File: src/rtl/jc_seq_ctrl.sv
`default_nettype none
// ============================================================================
// Module   : jc_seq_ctrl
// Brief    : Sequencer for a 4-bit Johnson counter. It clears the counter and
//            then issues a prescaled ce for a programmed number of revolutions,
//            using a start/busy/done handshake. The optional q legality
//            checker is enabled by the JC_CHECK_EN macro.
// Revision : 1.0 - initial release
// ============================================================================
module jc_seq_ctrl #(
    parameter int DIV = 4,
    parameter int NW  = 8
) (
    input  logic          clk,
    input  logic          R,
    input  logic          start,
    input  logic          abort,
    input  logic [NW-1:0] n_rev,
    input  logic          tc,
    input  logic [3:0]    q,
    output logic          cnt_ce,
    output logic          cnt_R,
    output logic          busy,
    output logic          done,
    output logic [NW-1:0] rev_cnt,
    output logic          err
);

    localparam int            PW       = (DIV > 1) ? $clog2(DIV) : 1;
    localparam logic [PW-1:0] PRE_LAST = PW'(DIV - 1);

    typedef enum logic [1:0] {
        S_IDLE = 2'd0,
        S_CLR  = 2'd1,
        S_RUN  = 2'd2,
        S_DONE = 2'd3
    } state_t;

    state_t        state_q, state_d;
    logic [PW-1:0] pre_q, pre_d;
    logic [NW-1:0] n_lat_q, n_lat_d;
    logic [NW-1:0] rev_q, rev_d;
    logic          cnt_ce_q, cnt_ce_d;
    logic          cnt_r_q, cnt_r_d;
    logic          busy_q, busy_d;
    logic          done_q, done_d;

    logic          start_ok;
    logic          rev_event;
    logic [NW-1:0] rev_inc;

    assign start_ok  = start & ~abort & ((state_q == S_IDLE) | (state_q == S_DONE));
    assign rev_event = (state_q == S_RUN) & cnt_ce_q & tc & ~abort;
    assign rev_inc   = rev_q + NW'(1);

    always_comb begin
        state_d = state_q;
        pre_d   = pre_q;
        n_lat_d = n_lat_q;
        rev_d   = rev_q;

        if (abort) begin
            state_d = S_IDLE;
            pre_d   = '0;
            rev_d   = '0;
        end else begin
            case (state_q)
                S_IDLE, S_DONE: begin
                    if (start) begin
                        n_lat_d = n_rev;
                        rev_d   = '0;
                        pre_d   = '0;
                        state_d = S_CLR;
                    end
                end
                S_CLR: begin
                    state_d = (n_lat_q == '0) ? S_DONE : S_RUN;
                end
                S_RUN: begin
                    pre_d = (pre_q == PRE_LAST) ? '0 : pre_q + PW'(1);
                    // The compare fires before rev_cnt could ever wrap.
                    if (rev_event) begin
                        rev_d = rev_inc;
                        if (rev_inc == n_lat_q) begin
                            state_d = S_DONE;
                        end
                    end
                end
                default: begin
                    state_d = S_IDLE;
                end
            endcase
        end

        // Outputs are decoded from the next state so they appear registered.
        cnt_ce_d = (state_d == S_RUN) && (pre_d == PRE_LAST);
        cnt_r_d  = (state_d == S_CLR);
        busy_d   = (state_d == S_CLR) || (state_d == S_RUN);
        done_d   = (state_d == S_DONE);
    end

    always_ff @(posedge clk) begin
        if (!R) begin
            state_q  <= S_IDLE;
            pre_q    <= '0;
            n_lat_q  <= '0;
            rev_q    <= '0;
            cnt_ce_q <= 1'b0;
            cnt_r_q  <= 1'b0;
            busy_q   <= 1'b0;
            done_q   <= 1'b0;
        end else begin
            state_q  <= state_d;
            pre_q    <= pre_d;
            n_lat_q  <= n_lat_d;
            rev_q    <= rev_d;
            cnt_ce_q <= cnt_ce_d;
            cnt_r_q  <= cnt_r_d;
            busy_q   <= busy_d;
            done_q   <= done_d;
        end
    end

    // abort must stop the counter in the very cycle it is raised.
    assign cnt_ce  = cnt_ce_q & ~abort;
    assign cnt_R   = cnt_r_q;
    assign busy    = busy_q;
    assign done    = done_q;
    assign rev_cnt = rev_q;

`ifdef JC_CHECK_EN
    logic err_q, err_d;
    logic chk_sup_q, chk_sup_d;
    logic q_legal;

    always_comb begin
        case (q)
            4'b0000, 4'b0001, 4'b0011, 4'b0111,
            4'b1111, 4'b1110, 4'b1100, 4'b1000: q_legal = 1'b1;
            default:                            q_legal = 1'b0;
        endcase

        // Counter output may still be settling right after the clear.
        chk_sup_d = (state_q == S_CLR);

        err_d = err_q;
        if (start_ok) begin
            err_d = 1'b0;
        end else if (((state_q == S_RUN) || (state_q == S_DONE)) && !chk_sup_q && !q_legal) begin
            err_d = 1'b1;
        end
    end

    always_ff @(posedge clk) begin
        if (!R) begin
            err_q     <= 1'b0;
            chk_sup_q <= 1'b0;
        end else begin
            err_q     <= err_d;
            chk_sup_q <= chk_sup_d;
        end
    end

    assign err = err_q;
`else
    logic unused_chk;
    assign unused_chk = ^{q, start_ok};
    assign err        = 1'b0;
`endif

endmodule
`default_nettype wire
File: config.mk
export PLATFORM = sky130hd
export DESIGN_NAME = jc_seq_ctrl
export DESIGN_NICKNAME = d
export VERILOG_FILES = /design/src/rtl/jc_seq_ctrl.sv
export SDC_FILE = /design/constraint.sdc
export NUM_CORES = 1
export LEC_CHECK = 0
export BUFFER_PORTS_ARGS = -buffer_cell sky130_fd_sc_hd__buf_2
export CORE_UTILIZATION = 50
export DETAILED_ROUTE_END_ITERATION = 16
export PLACE_DENSITY_LB_ADDON = 0.1
export SLEW_MARGIN = 15
export SYNTH_ARGS = -nofsm -noshare
export SYNTH_HDL_FRONTEND = slang
export SYNTH_SLANG_ARGS = --single-unit
File: constraint.sdc
create_clock -name clk -period 3.7 [get_ports clk]
set_clock_uncertainty 0.1 [all_clocks]
set_input_delay 0.185 -clock clk [delete_from_list [all_inputs] [get_ports clk]]
set_output_delay 0.185 -clock clk [all_outputs]
set_load 0.01 [all_outputs]
======== Word-level counts from Yosys, hierarchy flattened ========
Index checks and enable logic that the tools add are counted.
storage, ports and cells
  output and inout port bits .............. 13
  bits of input ports ..................... 17
  flip-flop bits (word level) ............. 24
cells by class
  muxes and demuxes ....................... 13
  reduce and logical (&&, ||, !) cells .... 9
  equality and inequality tests ........... 11
  $add $sub $neg .......................... 2
  bitwise logic cells ..................... 6
operators with widths
  operator               number
  $mux W8                2
  $pmux W8 S2            1
  $mux W2                7
  $eq A2 B2 Y1 const B   6
  $add A8 B1 Y8 const B  1
  $eq A8 B8 Y1           1
  $logic_not A8 Y1       1
  $pmux W2 S3            1
  $reduce_and A3 Y1      2
  $and A1 B1 Y1          4
  $eq A2 B1 Y1 const B   2
  $ne A2 B2 Y1 const B   2
  $pmux W2 S2            1
  $reduce_or A2 Y1       2
  $add A2 B1 Y2 const B  1
  $logic_not A2 Y1       1
  $not A1 Y1             2
  $reduce_bool A2 Y1     1
  $logic_and A1 B1 Y1    1
  $logic_or A1 B1 Y1     1
  $mux W1                1

======== Logic depth before layout (Yosys ltp) ========
  word-level depth ........................ 9
  mapped depth ............................ 10
  depth with buffers taken out ............ 10

======== Worst setup path after synthesis ========
Ideal clock, no wire load.
  path type ............................... register -> register
  start ................................... register state_q[0]
  end ..................................... register busy_q (netlist: busy)
  arrival time ............................ 2.440 ns
  buffers on the path ..................... 0
  setup slack ............................. 1.095 ns
  required time ........................... 3.535 ns
  setup time .............................. 0.065 ns
  cell stages (with the launch flop) ...... 11
  path through ............................ dfxtp_1 -> inv_2 -> ha_1 -> nor2b_1 -> a2111oi_4 -> nand3_1 -> a2111oi_2 -> a21oi_1 -> or3_1 -> ha_1 -> nor2b_1
between the ends
  word-level cells in the longest chain between the ends .. 9
  elaborated cells between the ends (all ways) .. 16
  those cells by class .................... eq/ne (5); mux (5); bitwise (3); reduce/logical (3)
ends and longest elaborated chain
  element                                              line    RTL
  from (decl)                                          39      state_t state_q, state_d;
  from (signal assigned)                               113     state_q <= state_d;
  $eq A2 B2 Y1                                         53, 67
  $and A1 B1 Y1 (3 in a row)                           53      assign rev_event = (state_q == S_RUN) & cnt_ce_q & tc & ~abort;
  $mux W2                                              82      if (rev_event) begin
  $pmux W2 S3 *                                        67      case (state_q)
  $mux W2 *                                            62      if (abort) begin
  $eq A2 B1 Y1 / $eq A2 B2 Y1 (equally long branches)  98      busy_d = (state_d == S_CLR) || (state_d == S_RUN);
  $logic_or A1 B1 Y1 *                                 98
  to (signal assigned)                                 119     busy_q <= busy_d;
  to (decl)                                            45      logic busy_q, busy_d;
Every way passes the cells marked *; elsewhere a longest branch is shown, timed or not.
A chain may end at the register's enable or synchronous reset.

======== Worst setup path in the final report ========
Same ends and word-level chain as after synthesis.

==> results.md <==
- IO buf count: 24
- Critical Path End Type: flop
- CP Launch Type: flop
- XOR/XNOR Fraction of Synth Area: 6.40%
- Die H: 54.3 µm
- CP max-delay cell: ha_1
- CTS max path bufs: 2
- Crit path DAT: 3.03 ns
- Post-synthesis mux area share: 1.46%
- Worst-Skew Late Latency: 0.32 ns
- Antenna violations before repair: 0
- Cell Area, Synth: 0.00137 mm²
- Post-cts repair resize count: 0
- CP bufs+invs: 1
- Post-DP HPWL: 2050 µm
- Residual DRC: 0
- Ranking of synthesized cells by area: dfxtp_1 35%, ha_1 6.4%, nand2_1 5.5%
- Seq/Total Area, Yosys: 35.1%
- Syn nets: 188
- Simple-gate portion of the synthesized area: 26.5%
- Peak VDD IR: 0.000237 V
- DRT antenna net count: 0
- Fmax: 350 MHz
- Syn avg cell area: 8.34 µm²
- Most frequent CP cell: ha_1
- WL/cell: 12.4 µm
- Global-route usage over all layers: 21.5%
- Logic pwr share: 15.6%
- Placer Congestion: 0.858
- Postcts setup bufs: 0
- Area after DPL: 0.00149 mm²
- Drt first-iter violations: 14
- TritonCTS Sinks: 24
- Grt total ovfl: 0
- Switching part of the total: 26.5%
- Core ar.: 0.00252 mm²
- Synth warn: 0
- Clock root cell: clkbuf_4
- IO Pins: 30
- Dominant cell type by area after synthesis: dfxtp_1
- Router iterations before antenna repair: 4
- Synth cell types: 38
- Max-slew violations: 0
- Final setup TNS: 0 ns
- Maxcap violations: 0
- ANT cells: 0
- CP max stage delay: 0.46 ns
- Async S/R FF share, synth: 0%
- Vias in the first global route: 1029
- Site Rows: 18
- Top cell type's share of synthesized area: 35.1%
- Leakage: 0.705 nW
- Layout Nets: 216
- Via count: 1187
- Sequential share of power: 55.3%
- Most used DFF post-synth: dfxtp_1
- H-Tree Level Count: 1
- Status: completed
- Layout cells sized above 1: 17.8%
- Effective utilization at floorplan: 54.2%
- Worst hold slack: 0.0202 ns
- Post-route cell area: 0.00160 mm²
- Fin. Hold Viols: 0
- CTS hold repair buffers: 7
- Type of the tightest min-delay check: in -> reg
- Die width: 54.3 µm
- Critical path fanouts, max: 12
- Most frequent cells in the layout: 24 x dfxtp_1, 24 x buf_2, 20 x nand2_1, 15 x nor2_1, 11 x a21oi_1
- Mapped Cells: 164
- Layout Utilization: 63.3%
- Largest family of logic cells by synthesized area: simple AND/OR/NAND/NOR gates
- CP delay by family, top: compound AO/OA/AOI/OAI gates
- RSZ-0062 raised after global routing: no
- Worst Path Class, Setup: reg -> reg
- Pin count of the biggest net entering global routing: 14
- Cell Int Power: 0.362 mW
- Post-layout min period: 2.85 ns
- Register bit total from synthesis: 24
- Synth Area in Compound Gates: 20.2%
- Period Utilization, post-route: 77.1%
- Number of synthesized flops with an enable pin: 0
- First-pass GRT wire length: 4550 µm
- Clock buffer count from CTS: 3
- Critical path cell sequence: inv_2, ha_1, nand4b_4, a2111oi_4, nand3_1, a2111oi_2, a21oi_1, or3_1, ha_1, nor2b_1
- Worst Path Required: 3.88 ns
- Worst-Margin Slew: 0.652 ns
- Full die area: 0.00295 mm²
- CTS clk-pin slew, worst paths: 0.14 ns
- Synth-to-Final Area Change: 16.8%
- Synthesized-area fraction occupied by adder cells: 6.40%
- Switching power total: 0.131 mW
- Vias per cell: 5.37
- CTS tree: yes
- PwrDens: 309 mW/mm²
- Max_slew headroom: 56.2%
- Final wirelength: 2740 µm
- Clock share of power: 29.1%
- Filler cell count: 225
- Final setup violation count: 0
-- cell usage after synthesis, drive strengths merged (2+ instances only) --
cell type / n
or3: 2
nor2b: 4
nor3: 8
nand2: 20
nand3b: 2
dfxtp: 24
a2111oi: 2
nand4: 2
and2: 4
and3: 2
a21o: 6
xnor2: 4
ha: 7
nand3: 3
o21a: 2
mux2i: 2
clkbuf: 7
o21ai: 5
a21boi: 9
or2: 3
inv: 4
nor2: 15
xor2: 6
a21oi: 11
-- layout make-up --
class / count / area (µm²) / area share, %
multi-input combinational: 128 / 838 / 52.5
sequential: 24 / 480 / 30.1
timing repair buffer: 31 / 190 / 11.9
tap: 30 / 37.5 / 2.35
clock buffer: 4 / 36.3 / 2.27
inverter: 4 / 15.0 / 0.940
-- kinds of logic (layout without fill, tap and decap cells) --
group	after synthesis	in the layout
AND/OR/NAND/NOR	70	70
AO/OA/AOI/OAI	38	38
flip-flops	24	24
buffers and inverters	12	39
XOR/XNOR	10	10
adder cells (fa/ha/maj)	7	7
multiplexers	2	2
other	1	1
-- registers in the layout, indices dropped and copies added, names as in the netlist --
name,flops
busy,1
rev_cnt,8
state_q,2
done,1
cnt_R,1
cnt_ce_q,1
n_lat_q,8
pre_q,2
-- routing by layer --
layer | track usage, % | part of all wire, % | wire length (µm)
met3 | 3.33 | 2.7 | 75
met1 | 29.1 | 51 | 1390
met4 | 7.69 | 1.5 | 42
met2 | 34.1 | 45 | 1230
met5 | 0 | 0 | 0
-- tightest hold or removal path: stages --
cell      delay (ns)
buf_2           0.09
nand2_1         0.05
a21boi_0        0.08
-- power by group through the flow --
stage          combinational, mW  clock (mW)  sequential (mW)
4_1_cts                   0.0777       0.146            0.273
5_1_grt                   0.0873       0.158            0.274
2_1_floorplan             0.0521           0            0.278
3_5_place_dp              0.0718           0            0.278
6_report                  0.0770       0.144            0.273
3_3_place_gp              0.0702           0            0.278
-- stage by stage --
step | total power [mW] | setup WS, ns | std cells
floorplan | 0.330 | 1.09 | 164
global placement | 0.348 | 0.876 | 210
detailed placement | 0.350 | 0.844 | 210
CTS | 0.497 | 0.816 | 221
global route | 0.519 | 0.613 | 221
finish | 0.493 | 0.847 | 221
-- final timing paths --
path	from	end	slack [ns]	cells past startpoint
hold reg to reg	n_lat_q[1]$_SDFFE_PN0P_	n_lat_q[1]$_SDFFE_PN0P_	0.41	2
setup reg to reg	state_q[0]$_SDFF_PN0_	busy$_SDFF_PN0_	0.85	10
setup / recovery	state_q[0]$_SDFF_PN0_	busy$_SDFF_PN0_	0.85	10
hold / removal	n_rev[5]	n_lat_q[5]$_SDFFE_PN0P_	0.02	3
Power figures use the tool's default switching activity.
